`src/rtl/timer_counter.sv`:
```
// Memory-mapped countdown timer: CTRL/PRESET/COUNT word registers and a four-state
// FSM that loads PRESET, counts down to zero and raises a level interrupt.
module timer_counter #(
  parameter logic [31:0] BASE_ADDR = 32'h0000_7F00
) (
  input  logic        clk,
  input  logic        reset,
  input  logic [31:0] addr,
  input  logic        we,
  input  logic [31:0] wdata,
  output logic [31:0] rdata,
  output logic        irq
);

  typedef enum logic [1:0] {
    ST_IDLE = 2'd0,
    ST_LOAD = 2'd1,
    ST_CNT  = 2'd2,
    ST_INT  = 2'd3
  } state_t;

  localparam logic [1:0] OFS_CTRL    = 2'd0;
  localparam logic [1:0] OFS_PRESET  = 2'd1;
  localparam logic [1:0] OFS_COUNT   = 2'd2;
  localparam logic [1:0] MODE_RELOAD = 2'b01;

  state_t      r_state;
  logic [3:0]  r_ctrl;       // {IM, MODE[1:0], EN}
  logic [31:0] r_preset;
  logic [31:0] r_count;
  logic        r_irq_flag;

  logic        w_en;
  logic [1:0]  w_mode;
  logic        w_im;
  logic [1:0]  w_ofs;
  logic        w_wr_ctrl;
  logic        w_wr_preset;
  logic        w_unused;

  assign w_en        = r_ctrl[0];
  assign w_mode      = r_ctrl[2:1];
  assign w_im        = r_ctrl[3];
  assign w_ofs       = addr[3:2];
  assign w_wr_ctrl   = we && (w_ofs == OFS_CTRL);
  assign w_wr_preset = we && (w_ofs == OFS_PRESET);

  // The bridge confines accesses to the BASE_ADDR window, so only addr[3:2] matters.
  assign w_unused = ^{addr[31:4], addr[1:0], BASE_ADDR};

  always_ff @(posedge clk or negedge reset) begin
    if (!reset) begin
      r_state    <= ST_IDLE;
      r_ctrl     <= '0;
      r_preset   <= '0;
      r_count    <= '0;
      r_irq_flag <= 1'b0;
    end else begin
      case (r_state)
        ST_IDLE: begin
          if (w_en) begin
            r_state    <= ST_LOAD;
            r_irq_flag <= 1'b0;
          end
        end
        ST_LOAD: begin
          r_count <= r_preset;
          r_state <= ST_CNT;
        end
        ST_CNT: begin
          if (!w_en) begin
            r_state <= ST_IDLE;
          end else if (r_count > 32'd1) begin
            r_count <= r_count - 32'd1;
          end else begin
            // PRESET of 0 lands here too, so it behaves like PRESET of 1.
            r_count    <= '0;
            r_irq_flag <= 1'b1;
            r_state    <= ST_INT;
          end
        end
        ST_INT: begin
          r_state <= ST_IDLE;
          if (w_mode == MODE_RELOAD) begin
            r_irq_flag <= 1'b0;
          end else begin
            r_ctrl[0] <= 1'b0;
          end
        end
        default: r_state <= ST_IDLE;
      endcase

      // NOTE: the bus write comes after the FSM on purpose; with non-blocking
      // assignments the last one in the block wins, so a CTRL write beats the
      // one-shot EN clear issued from INT in the same cycle.
      if (w_wr_ctrl) begin
        r_ctrl <= wdata[3:0];
      end
      if (w_wr_preset) begin
        r_preset <= wdata;
      end
    end
  end

  always_comb begin
    rdata = '0;
    case (w_ofs)
      OFS_CTRL:   rdata = {28'd0, r_ctrl};
      OFS_PRESET: rdata = r_preset;
      OFS_COUNT:  rdata = r_count;
      default:    rdata = '0;
    endcase
  end

  assign irq = w_im & r_irq_flag;

endmodule

```
`config.mk`:
```
export PLATFORM = sky130hd
export DESIGN_NAME = timer_counter
export DESIGN_NICKNAME = d
export VERILOG_FILES = /design/src/rtl/timer_counter.sv
export SDC_FILE = /design/constraint.sdc
export NUM_CORES = 1
export LEC_CHECK = 0
export ABC_AREA = 1
export BUFFER_PORTS_ARGS = -buffer_cell sky130_fd_sc_hd__buf_4
export CAP_MARGIN = 20
export CORE_AREA = 2 2 77 152
export CTS_BUF_LIST = sky130_fd_sc_hd__clkbuf_16
export DETAILED_ROUTE_END_ITERATION = 10
export DIE_AREA = 0 0 79 154
export PLACE_DENSITY = 0.73
export SLEW_MARGIN = 10
export SYNTH_ARGS = -nofsm -noshare
export SYNTH_HDL_FRONTEND = slang
export SYNTH_SLANG_ARGS = --single-unit
```
`constraint.sdc`:
```
create_clock -name clk -period 1.8 [get_ports clk]
set_input_delay 0.09 -clock clk [delete_from_list [all_inputs] [get_ports clk]]
set_output_delay 0.09 -clock clk [all_outputs]
set_load 0.05 [all_outputs]
```
==> run summary, run 1 <==
DP Wirelength = 9677 um
largest net degree at the start of global routing = 44
clock buffer depth = 2
pins over their slew limit = 0
vias in the first global route = 4465
Reg clk slew, reported paths = 60 ps
clock sinks = 71
core box area = 10950 um^2
n_diodes = 0
FMAX = 0.5990 GHz
GR Overflow Total = 0
Syn Inst Count = 582
count leader, synth = nand2_1
FF+latch count, synth = 71
die width = 79 um
PnR Total Power = 8714 uW
synthesis-to-layout area growth = 36.37%
min cycle time layout = 1669 ps
area leader, netlist = dfrtp_1
final hold vios = 0
Critical Path Slowest Stage Cell = dfrtp_1
1st-pass router iterations = 5
starting density of the core = 39.16%
footprint of the multi-input gates = 2190 um^2
num ports = 100
WL final = 13120 um
placed cell count = 804
Via density = 5.041
Yosys top cell area share = 41.45%
via count = 4280
Setup crit end kind = flip-flop
global placer's final weighted congestion = 0.9374
Setup violations, final = 0
CTS H-tree depth = 3
Max FO, Critical Path = 5
mean post-synth cell area = 7.365 um^2
Req. time, crit path = 2070 ps
WS Path Type = reg2reg
CTS tree = done
number of nets with antenna violations after routing = 0
Post-synth top flop = dfrtp_1
setup ws final = 130.6 ps
CP delay by family, top = simple AND/OR/NAND/NOR gates
NumNets Final = 773
register area = 1778 um^2
fillers = 1050
crit-path cells = inv_2, ha_4, nand3_2, nor2_4, nand2_1, nor2_2, nand2_1, nand2_1, nand3_1, a21oi_1
worst slack, placed = 1.072 ps
max incr delay on CP = 380 ps
count of input and output buffers = 69
Slew HR = 72.10%
synth cell count leaders = nand2_1 (159), dfrtp_1 (71), inv_1 (68), nor2_1 (67), o21ai_0 (56)
Tcrit/Tclk final = 92.74%
Site Rows = 54
drt drc = 0
drt wl/cell = 15.45 um
EDFF count, synth = 0
WP data arrival = 1940 ps
Clock Latency Late Sink = 340 ps
Worst VDD drop = 803.9 uV
status = finished clean
Global Route Usage Sum = 22.56%
pwr dens = 1491 nW/um^2
worst hold path type = in2reg
clk_skew = 7.192 ps
Crit path buffers/inverters = 1
root cell of the clock tree = clkbuf_16
Synth Cell Area = 4287 um^2
final hold slack = 4.663 ps
Critical Path Start Type = flip-flop
CP most frequent cell = nand2_1
layout cells sized above 1 = 25.95%
DIE HEIGHT = 154 um
Netlist cell types = 27
Synth async-reset ratio = 100.0%
Leak = 0.002749 uW
final non-filler cell total = 849
CTS buffer count = 9
sequential fraction of the synthesis area = 41.45%
worst-margin pin slew = 418.5 ps
Synthesized Nets = 651
die area = 12170 um^2
Synth area leaders = dfrtp_1 (41%), nand2_1 (14%), mux2_2 (6.8%)
DRT iter0 DRCs = 312
synth warn = 0
initial antenna violation count = 0
first-pass GRT wire length = 21210 um
MaxCap Viol Count = 0
[cells in the final DEF, fill, tap and decap left out, drive strengths merged]
cell type	count
a21oi	29
a22oi	11
and2	1
buf	105
bufinv	2
clkbuf	9
clkinv	3
clkinvlp	1
dfrtp	71
dlygate4sd3	27
ha	2
inv	72
mux2	26
nand2	160
nand3	25
nand4	1
nor2	79
nor3	1
o211ai	5
o21ai	66
o22ai	2
xor2	11
[area by class of cell]
type | instances | share of cell area, %
well taps | 140 | 2.997
multi-input cells | 419 | 37.46
flip-flops and latches | 71 | 30.42
clock buffers | 9 | 3.853
clock inverters | 7 | 1.627
inverters | 71 | 4.559
repair buffers | 132 | 19.09
[worst min-delay path, cell delays in order]
cell and delay (ps):
buf_4 80, nor2_1 30, a21oi_1 100
[path summary, 6_finish.rpt]
check	start	to	slack, ps	cells past startpoint
worst min-delay path	wdata[11]	r_preset[11]$_DFFE_PN0P_	5	3
worst max-delay path	r_count[1]$_DFFE_PN0P_	r_count[26]$_DFFE_PN0P_	130	10
worst min register to register	r_preset[1]$_DFFE_PN0P_	r_preset[1]$_DFFE_PN0P_	520	2
min in group asynchronous	reset	r_preset[12]$_DFFE_PN0P_	240	2
worst max register to register	r_count[1]$_DFFE_PN0P_	r_count[26]$_DFFE_PN0P_	130	10
max in group asynchronous	reset	r_count[8]$_DFFE_PN0P_	950	3
[registers in the layout (all words and copies together), names as in the netlist]
name,cells
r_count,32
r_ctrl,4
r_state,2
r_preset,32
r_irq_flag,1
[timing repair]
item	CTS	global route
setup endpoints to repair	3	34
hold endpoints to repair	54	0
pin swaps	0	6
hold buffers	27	0
resized for setup	1	25
setup buffers	0	2
[where the power goes]
| group | switching [uW] | internal [uW] |
|---|---|---|
| clock | 714 | 1210 |
| combinational | 2480 | 1580 |
| sequential | 583 | 2140 |
| total | 3780 | 4930 |
[cell families (layout without fill, tap and decap cells)]
logic type	after synthesis	after routing	synth area share, %
simple gates	267	267	25.60
compound gates	113	113	14.19
buf+inv	92	219	9.106
flops	71	71	41.45
mux	26	26	6.830
xor+xnor	11	11	2.247
fa+ha+maj	2	2	0.5837
[metrics by stage]
| stage | cell area (um^2) | setup TNS (ps) | util (%) |
|---|---|---|---|
| after floorplan | 4287 | 0 | - |
| after global placement | 5161 | 0 | 47.15 |
| after detailed placement | 5161 | 0 | 47.15 |
| after CTS | 5754 | 0 | 52.57 |
| after global routing | 5846 | -26.50 | 53.41 |
| final | 5846 | 0 | 53.41 |
[per-layer routing]
layer	track usage [%]	wire, um	vias up
met5	0	0	-
met4	15.02	768	0
met3	2.876	472	46
met2	41.24	7275	142
met1	23.16	4599	1983
li1	-	-	2109
Note: power is estimated with default switching activity, not from simulation.
==> run 2, diff against run 1 <==
Settings changed: CORE_AREA 2 2 77 152 to 2 2 88 175, DIE_AREA 0 0 79 154 to 0 0 90 177, PLACE_DENSITY 0.73 to 0.61.
==> run summary, run 2 (synthesized netlist as in run 1, its figures left out) <==
worst-margin pin slew = 357.3 ps (-61.27 ps)
RSZ-0062 raised after global routing = true
die width = 90 um (+14%)
root cell of the clock tree = clkbuf_16
num ports = 100 (unchanged)
crit-path cells = nor2_1, nand2_1, nor2_1, nand2_1, nor2_2, nor2_4, buf_12, nand2_1, o21ai_0, nand2_1, nand2_1
FMAX = 0.5809 GHz (-3.0%)
max incr delay on CP = 430 ps (+50 ps)
Via density = 4.690 (-7.0%)
MaxCap Viol Count = 0 (unchanged)
initial antenna violation count = 0 (unchanged)
Reg clk slew, reported paths = 60 ps (about the same)
CP most frequent cell = nand2_1
global placer's final weighted congestion = 0.8949 (-4.5%)
Setup crit end kind = flip-flop
synthesis-to-layout area growth = 37.39%
drt wl/cell = 14.62 um (-5.3%)
R2R Path Start = r_count[18]$_DFFE_PN0P_
final hold vios = 0 (unchanged)
worst slack, placed = 13.36 ps (+12.29 ps)
fillers = 1559 (+48%)
design area = 5889 um^2 (+0.75%)
Setup violations, final = 0 (unchanged)
Area after DPL = 5190 um^2 (+0.56%)
die area = 15930 um^2 (+31%)
CP delay by family, top = simple AND/OR/NAND/NOR gates
largest registers = r_count: 32 flops, r_preset: 32 flops, r_ctrl: 4 flops
placed cell count = 852 (+6.0%)
number of nets with antenna violations after routing = 0 (unchanged)
clock sinks = 71 (unchanged)
core box area = 14660 um^2 (+34%)
most common cell after layout, fill and taps aside = nand2_1
NumNets Final = 773 (unchanged)
Crit path buffers/inverters = 1 (unchanged)
status = finished clean
Hold Crit Depth = 3 (unchanged)
DIE HEIGHT = 177 um (+15%)
Reg2Reg Depth = 11 (+1)
WP data arrival = 1960 ps (+20 ps)
drt drc = 0 (unchanged)
Worst VDD drop = 629.9 uV (-22%)
Max FO, Critical Path = 18 (+13)
n_diodes = 0 (unchanged)
Req. time, crit path = 2040 ps (-30 ps)
Tcrit/Tclk final = 95.63% (+2.9 points)
DP Wirelength = 9399 um (-2.9%)
Critical Path Slowest Stage Cell = dfrtp_1
starting density of the core = 29.24% (-9.9 points)
Hold EP = r_preset[1]$_DFFE_PN0P_
1st-pass router iterations = 4 (-1)
Reg2Reg Setup Slack = 80 ps (-50 ps)
CTS tree = done
reg2reg end = r_count[11]$_DFFE_PN0P_
GR Overflow Total = 0 (unchanged)
first-pass GRT wire length = 20980 um (-1.1%)
count of input and output buffers = 69 (unchanged)
vias in the first global route = 4134 (-7.4%)
clk_skew = 8.054 ps (+0.8617 ps)
setup ws final = 78.66 ps (-51.95 ps)
final hold slack = 22.30 ps (+17.64 ps)
worst hold path type = in2reg
Global Route Usage Sum = 16.59% (-6.0 points)
hold path startpoint = wdata[1]
Slew HR = 76.16% (+4.1 points)
Critical Path Start Type = flip-flop
via count = 4240 (-0.93%)
layout cells sized above 1 = 25.11% (-0.85 points)
largest net degree at the start of global routing = 48 (+9.1%)
clock buffer depth = 2 (unchanged)
most frequent cells in the layout = nand2_1 (155), buf_4 (97), dfrtp_1 (71)
WL final = 13220 um (+0.79%)
min cycle time layout = 1721 ps (+51.95 ps)
pins over their slew limit = 0 (unchanged)
final non-filler cell total = 904 (+6.5%)
CTS buffer count = 9 (unchanged)
Site Rows = 63 (+17%)
Leak = 0.002741 uW (-0.31%)
WS Path Type = reg2reg
Clock Latency Late Sink = 340 ps (about the same)
pwr dens = 1442 nW/um^2 (-3.2%)
DRT iter0 DRCs = 294 (-5.8%)
CTS H-tree depth = 3 (unchanged)
[run 2: where the power goes]
part	switching (uW)	leakage, uW	internal (uW)
registers	543	0.000841	2140
logic	2570	0.00177	1620
clock network	706	0.000132	919
total	3810	0.00274	4680
[run 2: worst max path at each step]
stage / start / end / depth (start not counted)
2_1_floorplan: r_count[23]$_DFFE_PN0P_ / rdata[23] / 2
3_3_place_gp: r_count[1]$_DFFE_PN0P_ / r_count[11]$_DFFE_PN0P_ / 14
3_5_place_dp: r_count[1]$_DFFE_PN0P_ / r_count[11]$_DFFE_PN0P_ / 14
4_1_cts: r_count[1]$_DFFE_PN0P_ / r_count[11]$_DFFE_PN0P_ / 14
5_1_grt: r_count[0]$_DFFE_PN0P_ / r_count[17]$_DFFE_PN0P_ / 14
6_report: r_count[18]$_DFFE_PN0P_ / r_count[11]$_DFFE_PN0P_ / 11
[run 2: per-stage QoR]
step	setup TNS [ps]	utilization [%]	total power [uW]
final	0	40.17	8494
after global routing	-193.0	40.17	9086
after CTS	0	39.20	8263
after global placement	0	35.40	6457
after floorplan	0	-	5198
after detailed placement	0	35.40	6535
[run 2: what timing repair did]
item,CTS,global route
gates cloned,0,1
setup buffers,0,6
pin swaps,0,6
setup endpoints to repair,1,33
hold endpoints to repair,52,0
hold buffers,29,0
gates resized for setup,1,23
[run 2: area by class of cell]
| class | count | area (um^2) | area share (%) |
|---|---|---|---|
| inverters | 71 | 269.0 | 4.568 |
| well taps | 195 | 244.0 | 4.143 |
| flip-flops and latches | 71 | 1777 | 30.17 |
| clock inverters | 7 | 40.04 | 0.6798 |
| clock buffers | 9 | 225.2 | 3.824 |
| repair buffers | 132 | 1144 | 19.42 |
| multi-input cells | 419 | 2191 | 37.20 |
[run 2: tightest hold or removal path: stages]
cell and delay (ps):
buf_4 100, inv_1 50, o21ai_0 70
[run 2: metal layers]
layer | global-route usage, % | wire [um] | up-vias
met4 | 7.500 | 411 | 0
met3 | 2.555 | 574 | 24
met5 | 0 | 0 | -
li1 | - | - | 2108
met1 | 22.75 | 6140 | 1983
met2 | 25.81 | 6094 | 125
